`config.mk`:
```
export PLATFORM = sky130hd
export DESIGN_NAME = lcd_receiver
export DESIGN_NICKNAME = d
export VERILOG_FILES = /design/src/rtl/lcd_pkg.sv /design/src/rtl/lcd_sync.sv /design/src/rtl/lcd_receiver.sv
export SDC_FILE = /design/constraint.sdc
export NUM_CORES = 1
export LEC_CHECK = 0
export CAP_MARGIN = 0
export CELL_PAD_IN_SITES_DETAIL_PLACEMENT = 0
export CELL_PAD_IN_SITES_GLOBAL_PLACEMENT = 1
export CORE_MARGIN = 5
export CORE_UTILIZATION = 45
export CTS_CLUSTER_SIZE = 24
export DETAILED_ROUTE_END_ITERATION = 7
export PLACE_DENSITY_LB_ADDON = 0.1
export SLEW_MARGIN = 20
export SYNTH_ARGS = -nofsm -noshare
export SYNTH_HDL_FRONTEND = slang
export SYNTH_SLANG_ARGS = --single-unit
export TNS_END_PERCENT = 10
```
`constraint.sdc`:
```
create_clock -name clk -period 2.64 [get_ports clk]
set_clock_uncertainty 0.05 [all_clocks]
set_input_delay 0.66 -clock clk [delete_from_list [all_inputs] [get_ports clk]]
set_output_delay 0.66 -clock clk [all_outputs]
set_load 0.02 [all_outputs]
```
`src/rtl/lcd_pkg.sv`:
```
// Shared definitions for the HD44780-style LCD bus: command masks, line bases,
// blank character and the receiver FSM encoding.
package lcd_pkg;

  localparam int DATA_W = 8;

  localparam logic [DATA_W-1:0] CMD_CLEAR   = 8'h01;
  localparam logic [DATA_W-1:0] CMD_HOME    = 8'h02;
  localparam logic [DATA_W-1:0] CMD_ENTRY   = 8'h04;
  localparam logic [DATA_W-1:0] CMD_DISPCTL = 8'h08;
  localparam logic [DATA_W-1:0] CMD_SHIFT   = 8'h10;
  localparam logic [DATA_W-1:0] CMD_FUNC    = 8'h20;
  localparam logic [DATA_W-1:0] CMD_CGRAM   = 8'h40;
  localparam logic [DATA_W-1:0] CMD_DDRAM   = 8'h80;

  localparam logic [6:0] LINE1_BASE = 7'h00;
  localparam logic [6:0] LINE2_BASE = 7'h40;

  localparam logic [DATA_W-1:0] BLANK = 8'h20;

  typedef enum logic {
    ST_IDLE  = 1'b0,
    ST_CLEAR = 1'b1
  } state_t;

  // True when a command byte's highest set bit is the bit selected by mask.
  function automatic logic cmd_is(input logic [DATA_W-1:0] d, input logic [DATA_W-1:0] mask);
    return ((d & mask) != '0) && ((d & ~((mask << 1) - 8'd1)) == '0);
  endfunction

endpackage

```
`src/rtl/lcd_sync.sv`:
```
// Multi-bit synchronizer for the LCD bus plus falling-edge detection on the strobe.
module lcd_sync #(
  parameter int SYNC_STAGES = 2
) (
  input  logic       clk,
  input  logic       reset,
  input  logic       i_en,
  input  logic       i_rs,
  input  logic       i_rw,
  input  logic [7:0] i_data,
  output logic       o_rs,
  output logic       o_rw,
  output logic [7:0] o_data,
  output logic       o_fall
);

  logic [10:0] r_sync [SYNC_STAGES];
  logic        r_en_d;
  logic [10:0] w_last;

  assign w_last = r_sync[SYNC_STAGES-1];

  always_ff @(posedge clk or negedge reset) begin
    if (!reset) begin
      for (int s = 0; s < SYNC_STAGES; s++) r_sync[s] <= '0;
      r_en_d <= 1'b0;
    end else begin
      r_sync[0] <= {i_en, i_rs, i_rw, i_data};
      for (int s = 1; s < SYNC_STAGES; s++) r_sync[s] <= r_sync[s-1];
      r_en_d <= w_last[10];
    end
  end

  assign o_rs   = w_last[9];
  assign o_rw   = w_last[8];
  assign o_data = w_last[7:0];
  assign o_fall = r_en_d & ~w_last[10];

endmodule

```
`src/rtl/lcd_receiver.sv`:
```
// LCD bus receiver: decodes driver writes into a 2x16 character shadow that can
// be read back through a registered port.
module lcd_receiver
  import lcd_pkg::*;
#(
  parameter int DEPTH       = 32,
  parameter int SYNC_STAGES = 2
) (
  input  logic       clk,
  input  logic       reset,
  input  logic [7:0] lcd_data,
  input  logic       lcd_rs,
  input  logic       lcd_rw,
  input  logic       lcd_en,
  input  logic [4:0] rd_addr,
  output logic [7:0] rd_char,
  output logic [4:0] cursor,
  output logic       disp_on,
  output logic       busy,
  output logic       err,
  output logic       cmd_done
);

  logic       w_rs;
  logic       w_rw;
  logic [7:0] w_data;
  logic       w_fall;

  lcd_sync #(.SYNC_STAGES(SYNC_STAGES)) u_sync (
    .clk    (clk),
    .reset  (reset),
    .i_en   (lcd_en),
    .i_rs   (lcd_rs),
    .i_rw   (lcd_rw),
    .i_data (lcd_data),
    .o_rs   (w_rs),
    .o_rw   (w_rw),
    .o_data (w_data),
    .o_fall (w_fall)
  );

  state_t     r_state;
  logic [7:0] r_shadow [DEPTH];
  logic [7:0] r_rd_char;
  logic [4:0] r_cursor;
  logic [4:0] r_clr_idx;
  logic       r_id;
  logic       r_disp_on;
  logic       r_busy;
  logic       r_err;
  logic       r_cmd_done;

  always_ff @(posedge clk or negedge reset) begin
    if (!reset) begin
      r_state <= ST_IDLE;
      for (int i = 0; i < DEPTH; i++) r_shadow[i] <= BLANK;
      r_rd_char  <= '0;
      r_cursor   <= '0;
      r_clr_idx  <= '0;
      r_id       <= 1'b1;
      r_disp_on  <= 1'b0;
      r_busy     <= 1'b0;
      r_err      <= 1'b0;
      r_cmd_done <= 1'b0;
    end else begin
      r_cmd_done <= 1'b0;
      r_rd_char  <= r_shadow[rd_addr];
      case (r_state)
        ST_IDLE: begin
          if (w_fall) begin
            r_cmd_done <= 1'b1;
            if (w_rw) begin
              r_err <= 1'b1;
            end else if (w_rs) begin
              r_shadow[r_cursor] <= w_data;
              r_cursor <= r_id ? r_cursor + 5'd1 : r_cursor - 5'd1;
            end else if (cmd_is(w_data, CMD_DDRAM)) begin
              // Only the first 16 cells of each line are shadowed.
              if (w_data[6:4] == LINE1_BASE[6:4])      r_cursor <= {1'b0, w_data[3:0]};
              else if (w_data[6:4] == LINE2_BASE[6:4]) r_cursor <= {1'b1, w_data[3:0]};
              else                                     r_err <= 1'b1;
            end else if (cmd_is(w_data, CMD_CGRAM)) begin
              r_err <= 1'b1;
            end else if (cmd_is(w_data, CMD_SHIFT)) begin
              if (!w_data[3]) r_cursor <= w_data[2] ? r_cursor + 5'd1 : r_cursor - 5'd1;
            end else if (cmd_is(w_data, CMD_DISPCTL)) begin
              r_disp_on <= w_data[2];
            end else if (cmd_is(w_data, CMD_ENTRY)) begin
              r_id <= w_data[1];
            end else if (cmd_is(w_data, CMD_HOME)) begin
              r_cursor <= '0;
            end else if (cmd_is(w_data, CMD_CLEAR)) begin
              // Completion is reported when the sweep ends, not here.
              r_cmd_done <= 1'b0;
              r_state    <= ST_CLEAR;
              r_busy     <= 1'b1;
              r_clr_idx  <= '0;
            end
          end
        end
        ST_CLEAR: begin
          r_shadow[r_clr_idx] <= BLANK;
          if (w_fall) r_err <= 1'b1;
          if (r_clr_idx == 5'(DEPTH - 1)) begin
            r_state    <= ST_IDLE;
            r_busy     <= 1'b0;
            r_cursor   <= '0;
            r_id       <= 1'b1;
            r_cmd_done <= 1'b1;
          end else begin
            r_clr_idx <= r_clr_idx + 5'd1;
          end
        end
        default: r_state <= ST_IDLE;
      endcase
    end
  end

  assign rd_char  = r_rd_char;
  assign cursor   = r_cursor;
  assign disp_on  = r_disp_on;
  assign busy     = r_busy;
  assign err      = r_err;
  assign cmd_done = r_cmd_done;

endmodule

```
* Yosys cells after proc, flatten, opt, wreduce, memory -nomap -nowiden
Index checks and enable logic that the tools add are counted.
** Storage, ports and cells
- Register bits :: 303
- Input bits :: 18
- Output and inout bits :: 17
- Word-level logic and storage cells :: 210
** Cells by class
- $add $sub $neg :: 3
- $lt $le $gt $ge :: 5
- Eq/ne operators :: 27
- Multiplexer cells :: 95
- Bitwise logic cells :: 14
- Reduce and logical (&&, ||, !) cells :: 22
** Operators with widths (number)
- 256-bit 2-to-1 mux :: 3
- 256-bit one-hot mux with 2 select lines :: 1
- 256-bit bitwise mux :: 1
- 224-bit AND :: 1
- 224-bit NOT :: 1
- 5-bit 2-to-1 mux :: 26
- 8-bit demux with 5-bit select :: 2
- 1-bit 2-to-1 mux :: 50
- 8-bit zero test :: 6
- 8-bit binary-select mux with 5-bit select :: 1
- 8-bit 2-to-1 mux :: 4
- 32-bit OR :: 1
- 2-bit != test, second input constant :: 11
- 11-bit AND reduction :: 2
- 5-bit by 3-bit != test with 1-bit output, second input constant :: 4
- 5-bit one-hot mux with 2 select lines :: 2
- 6-bit greater-or-equal comparator, second input constant :: 3
- 5-bit NOT with 6-bit output :: 3
- 9-bit AND reduction :: 2
- 6-bit by 1-bit < comparator with 1-bit output, second input constant :: 2
- 5-bit by 1-bit adder with 5-bit output, second input constant :: 2
- 1-bit one-hot mux with 2 select lines :: 5
- 1-bit logical AND :: 8
- 2-bit by 1-bit != test with 1-bit output, second input constant :: 4
- 13 further kinds :: 21

* Logic depth before layout (Yosys ltp)
- Depth in word-level cells :: 13
- Depth in mapped cells :: 8
- Gate-level depth less buffers :: 8

* Modules after synthesis
From an unflattened synthesis, not the netlist that was laid out.
** Second synthesis, totals
- Cell total of the unflattened synthesis :: 1024
- Area total of the unflattened synthesis :: 14176.1 um^2
** By module, submodules not included
- lcd_receiver :: times used 1, cells an instance 992, area an instance 13526.7 um^2, sequential area each 7048.0 um^2
- lcd_sync :: times used 1, cells an instance 32, area an instance 649.4 um^2, sequential area each 575.6 um^2

* Least setup slack after synthesis
No wires, ideal clock.
- Kind :: input to register
- Start :: input port rd_addr[0]
- End :: register r_rd_char[1] (netlist: rd_char[1])
- Setup time :: 0.125 ns
- Data arrival time :: 2.257 ns
- Required time :: 2.465 ns
- Path slack :: 0.208 ns
- Cell stages on the path :: 6
- Buffers on the path :: 3
- Cells stage by stage :: buf_6 buf_2 buf_2 mux4_2 mux4_2 mux2_2
** On the way
- Longest elaborated chain between the ends :: 4
** RTL lines
- start, declared :: line lcd_receiver.sv:15 : input logic [4:0] rd_addr,
- 5-bit NOT with 6-bit output (not written as such) :: line lcd_receiver.sv:67 : r_rd_char <= r_shadow[rd_addr];
- 8-bit binary-select mux with 5-bit select :: line lcd_receiver.sv:67
- 8-bit 2-to-1 mux (not written as such) (2 in series) :: line lcd_receiver.sv:67
- end signal, assigned :: line lcd_receiver.sv:67
- end, declared :: line lcd_receiver.sv:44 : logic [7:0] r_rd_char;
No other way between the ends. The select of a mux whose other input is x is not followed.
A chain may end at the register's enable or synchronous reset.

* Worst setup path after layout
- Start :: register r_cursor[4] (netlist: cursor[4])
- End :: output port cursor[4]
** RTL lines
- start, declared :: line lcd_receiver.sv:45 : logic [4:0] r_cursor;
- start signal, assigned :: line lcd_receiver.sv:76 : r_cursor <= r_id ? r_cursor + 5'd1 : r_cursor - 5'd1;
- start signal, assigned :: line lcd_receiver.sv:79 : if (w_data[6:4] == LINE1_BASE[6:4]) r_cursor <= {1'b0, w_data[3:0]};
- start signal, assigned :: line lcd_receiver.sv:80 : else if (w_data[6:4] == LINE2_BASE[6:4]) r_cursor <= {1'b1, w_data[3:0]};
- end, declared :: line lcd_receiver.sv:17 : output logic [4:0] cursor,
No word-level cell between the ends.

==> impl_metrics.json <==
{
  "outcome": "complete, no violations",
  "synth_area_leader_cell": "dfrtp_1",
  "syn-cell-area_um2": 13850,
  "cp.arrival_ns": 1.82,
  "grt_max_degree": 59,
  "critPathMaxStageDelay_ns": 0.69,
  "cts_tree": "done",
  "power_density_nw_per_um2": 829.0,
  "hpwlAfterDp_um": 30130,
  "antenna_left": 0,
  "htree_levels": 2,
  "yosysWarnings": 0,
  "worst_pin_slew_ns": 0.9395,
  "synth_cell_types": 56,
  "critPathCaptureType": "output port",
  "fin_crit_ns": 2.528,
  "antennaDiodeCount": 0,
  "fp.coreArea_um2": 30510,
  "synth_edf_count": 0,
  "dieArea_um2": 34390,
  "vdd_ir_drop_max_mv": 0.4602,
  "max_cap_viol_count": 0,
  "setup.worst_path.start_class": "flip-flop",
  "num_vias": 9958,
  "wl_um": 42800,
  "hp-class": "primary input to async pin",
  "tns_ns": 0,
  "nFillCells": 2598,
  "netlist.area_leader.share": 0.4878,
  "syn-num-nets": 1104,
  "drt-initial-drc-count": 859,
  "crit_slowest_cell": "clkdlybuf4s50_1",
  "synth_cells": 1077,
  "grt_pass1_wl_um": 66180,
  "slew_violations": 0,
  "worstPathCellList": "clkdlybuf4s50_1",
  "clock_latency_ns": 0.52,
  "core.rowCount": 64,
  "io_pins": 35,
  "critPathRequiredTime_ns": 1.93,
  "synth_seq_area_share": 0.5504,
  "grt_util_all_layers": 0.2552,
  "clockRootBuffer": "clkbuf_16",
  "remaining_drc_errors": 0,
  "path_clk_slew_ns": 0.06,
  "port-buffer-count": 34,
  "post_cts_buffers": 0,
  "synth_commonest_cells": "270 x dfrtp_1, 196 x a22o_1, 88 x nor2_1",
  "grt_antenna_before_repair": 0,
  "grt_remaining_overflow": 0,
  "fp.dieW_um": 185.4,
  "yosysMostFrequentCell": "dfrtp_1",
  "start_util": 0.4540,
  "setup_viol": 0,
  "crit_family": "buffers and inverters",
  "grt_pass1_vias": 9975,
  "fmax_mhz": 395.6,
  "path_class": "flip-flop to output port",
  "synth_area_leaders": "dfrtp_1 49%, mux4_2 13%, a22o_1 12%",
  "nets": 1160,
  "cts.sinks": 303,
  "cts_buffers": 35,
  "slew_headroom": 0.3694,
  "die_y_um": 185.4,
  "rsz0062_at_grt": "no",
  "placed_area_um2": 14980,
  "routabilityCongestion": 0.8391,
  "area_growth_pct": 16.54,
  "ys_seq_elements": 303,
  "p_leak_nw": 6.974,
  "drive_gt1_frac": 0.2213,
  "finalInstanceArea_um2": 16140,
  "crit_buf_inv": 1,
  "viasPerCell": 6.412,
  "cts_buffer_depth": 3,
  "hold_viol": 0,
  "crit_fanout": 13,
  "holdWs_ns": 0.02472,
  "async_reset_ff_frac": 1.000,
  "avgSynthCellArea_um2": 12.86,
  "final.period_utilization": 0.9574,
  "wire_per_inst_um": 27.56,
  "first_pass_iters": 5,
  "ys.flop_type": "dfrtp_1"
}
==> metrics by stage <==
step	total power [mW]	worst slack (ns)	instances	utilization
global route	13.95	0.01760	1553	0.5291
finish	13.38	0.1125	1553	0.5291
floorplan	7.462	0.2080	1077	-
detailed placement	8.507	0.03587	1492	0.4909
CTS	13.47	0.04253	1553	0.5290
global placement	8.499	0.07657	1492	0.4909
==> layout by cell type, fill, tap and decap left out, types with 7 or more instances in the layout <==
cell             count
clkbuf_16           35
dfrtp_1            268
a22o_1             196
nand2_1             71
dfstp_2             33
clkdlybuf4s50_1     31
o21ai_0             11
a22oi_1              7
nand3_1             22
buf_4               56
a21oi_1             44
nor2b_1              9
o22ai_1             28
buf_12              12
ha_1                 9
nor2_1              88
mux2_2               9
inv_1               19
o2bb2ai_1           25
mux4_2              80
==> report_power, final <==
group | switching [mW] | internal, mW
clock network | 1.92 | 3.00
registers | 0.604 | 5.41
logic | 1.18 | 1.26
==> registers in the layout, indices dropped and copies added, names as in the netlist <==
name	cells
err	1
busy	1
cursor	5
rd_char	8
r_clr_idx	5
u_sync.w_last	11
cmd_done	1
r_shadow	256
r_id	1
u_sync.r_sync	11
u_sync.r_en_d	1
disp_on	1
r_state	1
==> per-layer routing <==
layer	wire length (um)	vias up	global-route usage
met5	0	-	0
met4	1456	0	0.08426
met3	2700	71	0.04576
met2	19450	406	0.3826
met1	19190	5208	0.3791
li1	-	4273	-
==> kinds of logic after synthesis <==
| logic type | synth area share |
|---|---|
| AO/OA/AOI/OAI | 0.1931 |
| flip-flops | 0.5504 |
| AND/OR/NAND/NOR | 0.07489 |
| buffers and inverters | 0.03080 |
| multiplexers | 0.1388 |
| adder cells (fa/ha/maj) | 0.008130 |
| XOR/XNOR | 0.003795 |
==> final timing paths <==
| kind | cells after the start | from | end | slack, ns |
|---|---|---|---|---|
| setup reg to reg | 6 | cursor[0]$_DFFE_PN0P_ | r_shadow[95]$_DFFE_PN0P_ | 0.16 |
| hold reg to reg | 0 | u_sync.r_sync[21]$_DFF_PN0_ | u_sync.w_last[10]$_DFF_PN0_ | 0.30 |
| hold / removal | 1 | reset | r_shadow[214]$_DFFE_PN0P_ | 0.02 |
| max in group asynchronous | 2 | reset | r_shadow[37]$_DFFE_PN1P_ | 1.73 |
| min in group clk | 0 | u_sync.r_sync[21]$_DFF_PN0_ | u_sync.w_last[10]$_DFF_PN0_ | 0.30 |
| setup / recovery | 1 | cursor[4]$_DFFE_PN0P_ | cursor[4] | 0.11 |
==> cell type report <==
class                      count  area (um2)  area share
sequential                   303        7626      0.4724
multi-input combinational    674        5801      0.3594
timing repair buffer         100       985.9     0.06108
clock buffer                  47       980.9     0.06077
tap                          396       495.5     0.03070
clock inverter                14       181.4     0.01124
inverter                      19       71.32    0.004418
==> timing repair <==
action,CTS,global route
hold buffers,0,0
cloned,0,0
endpoints found under the setup margin,1,1
resized for setup,1,1
pin swaps,0,0
Power figures use the tool's default switching activity.
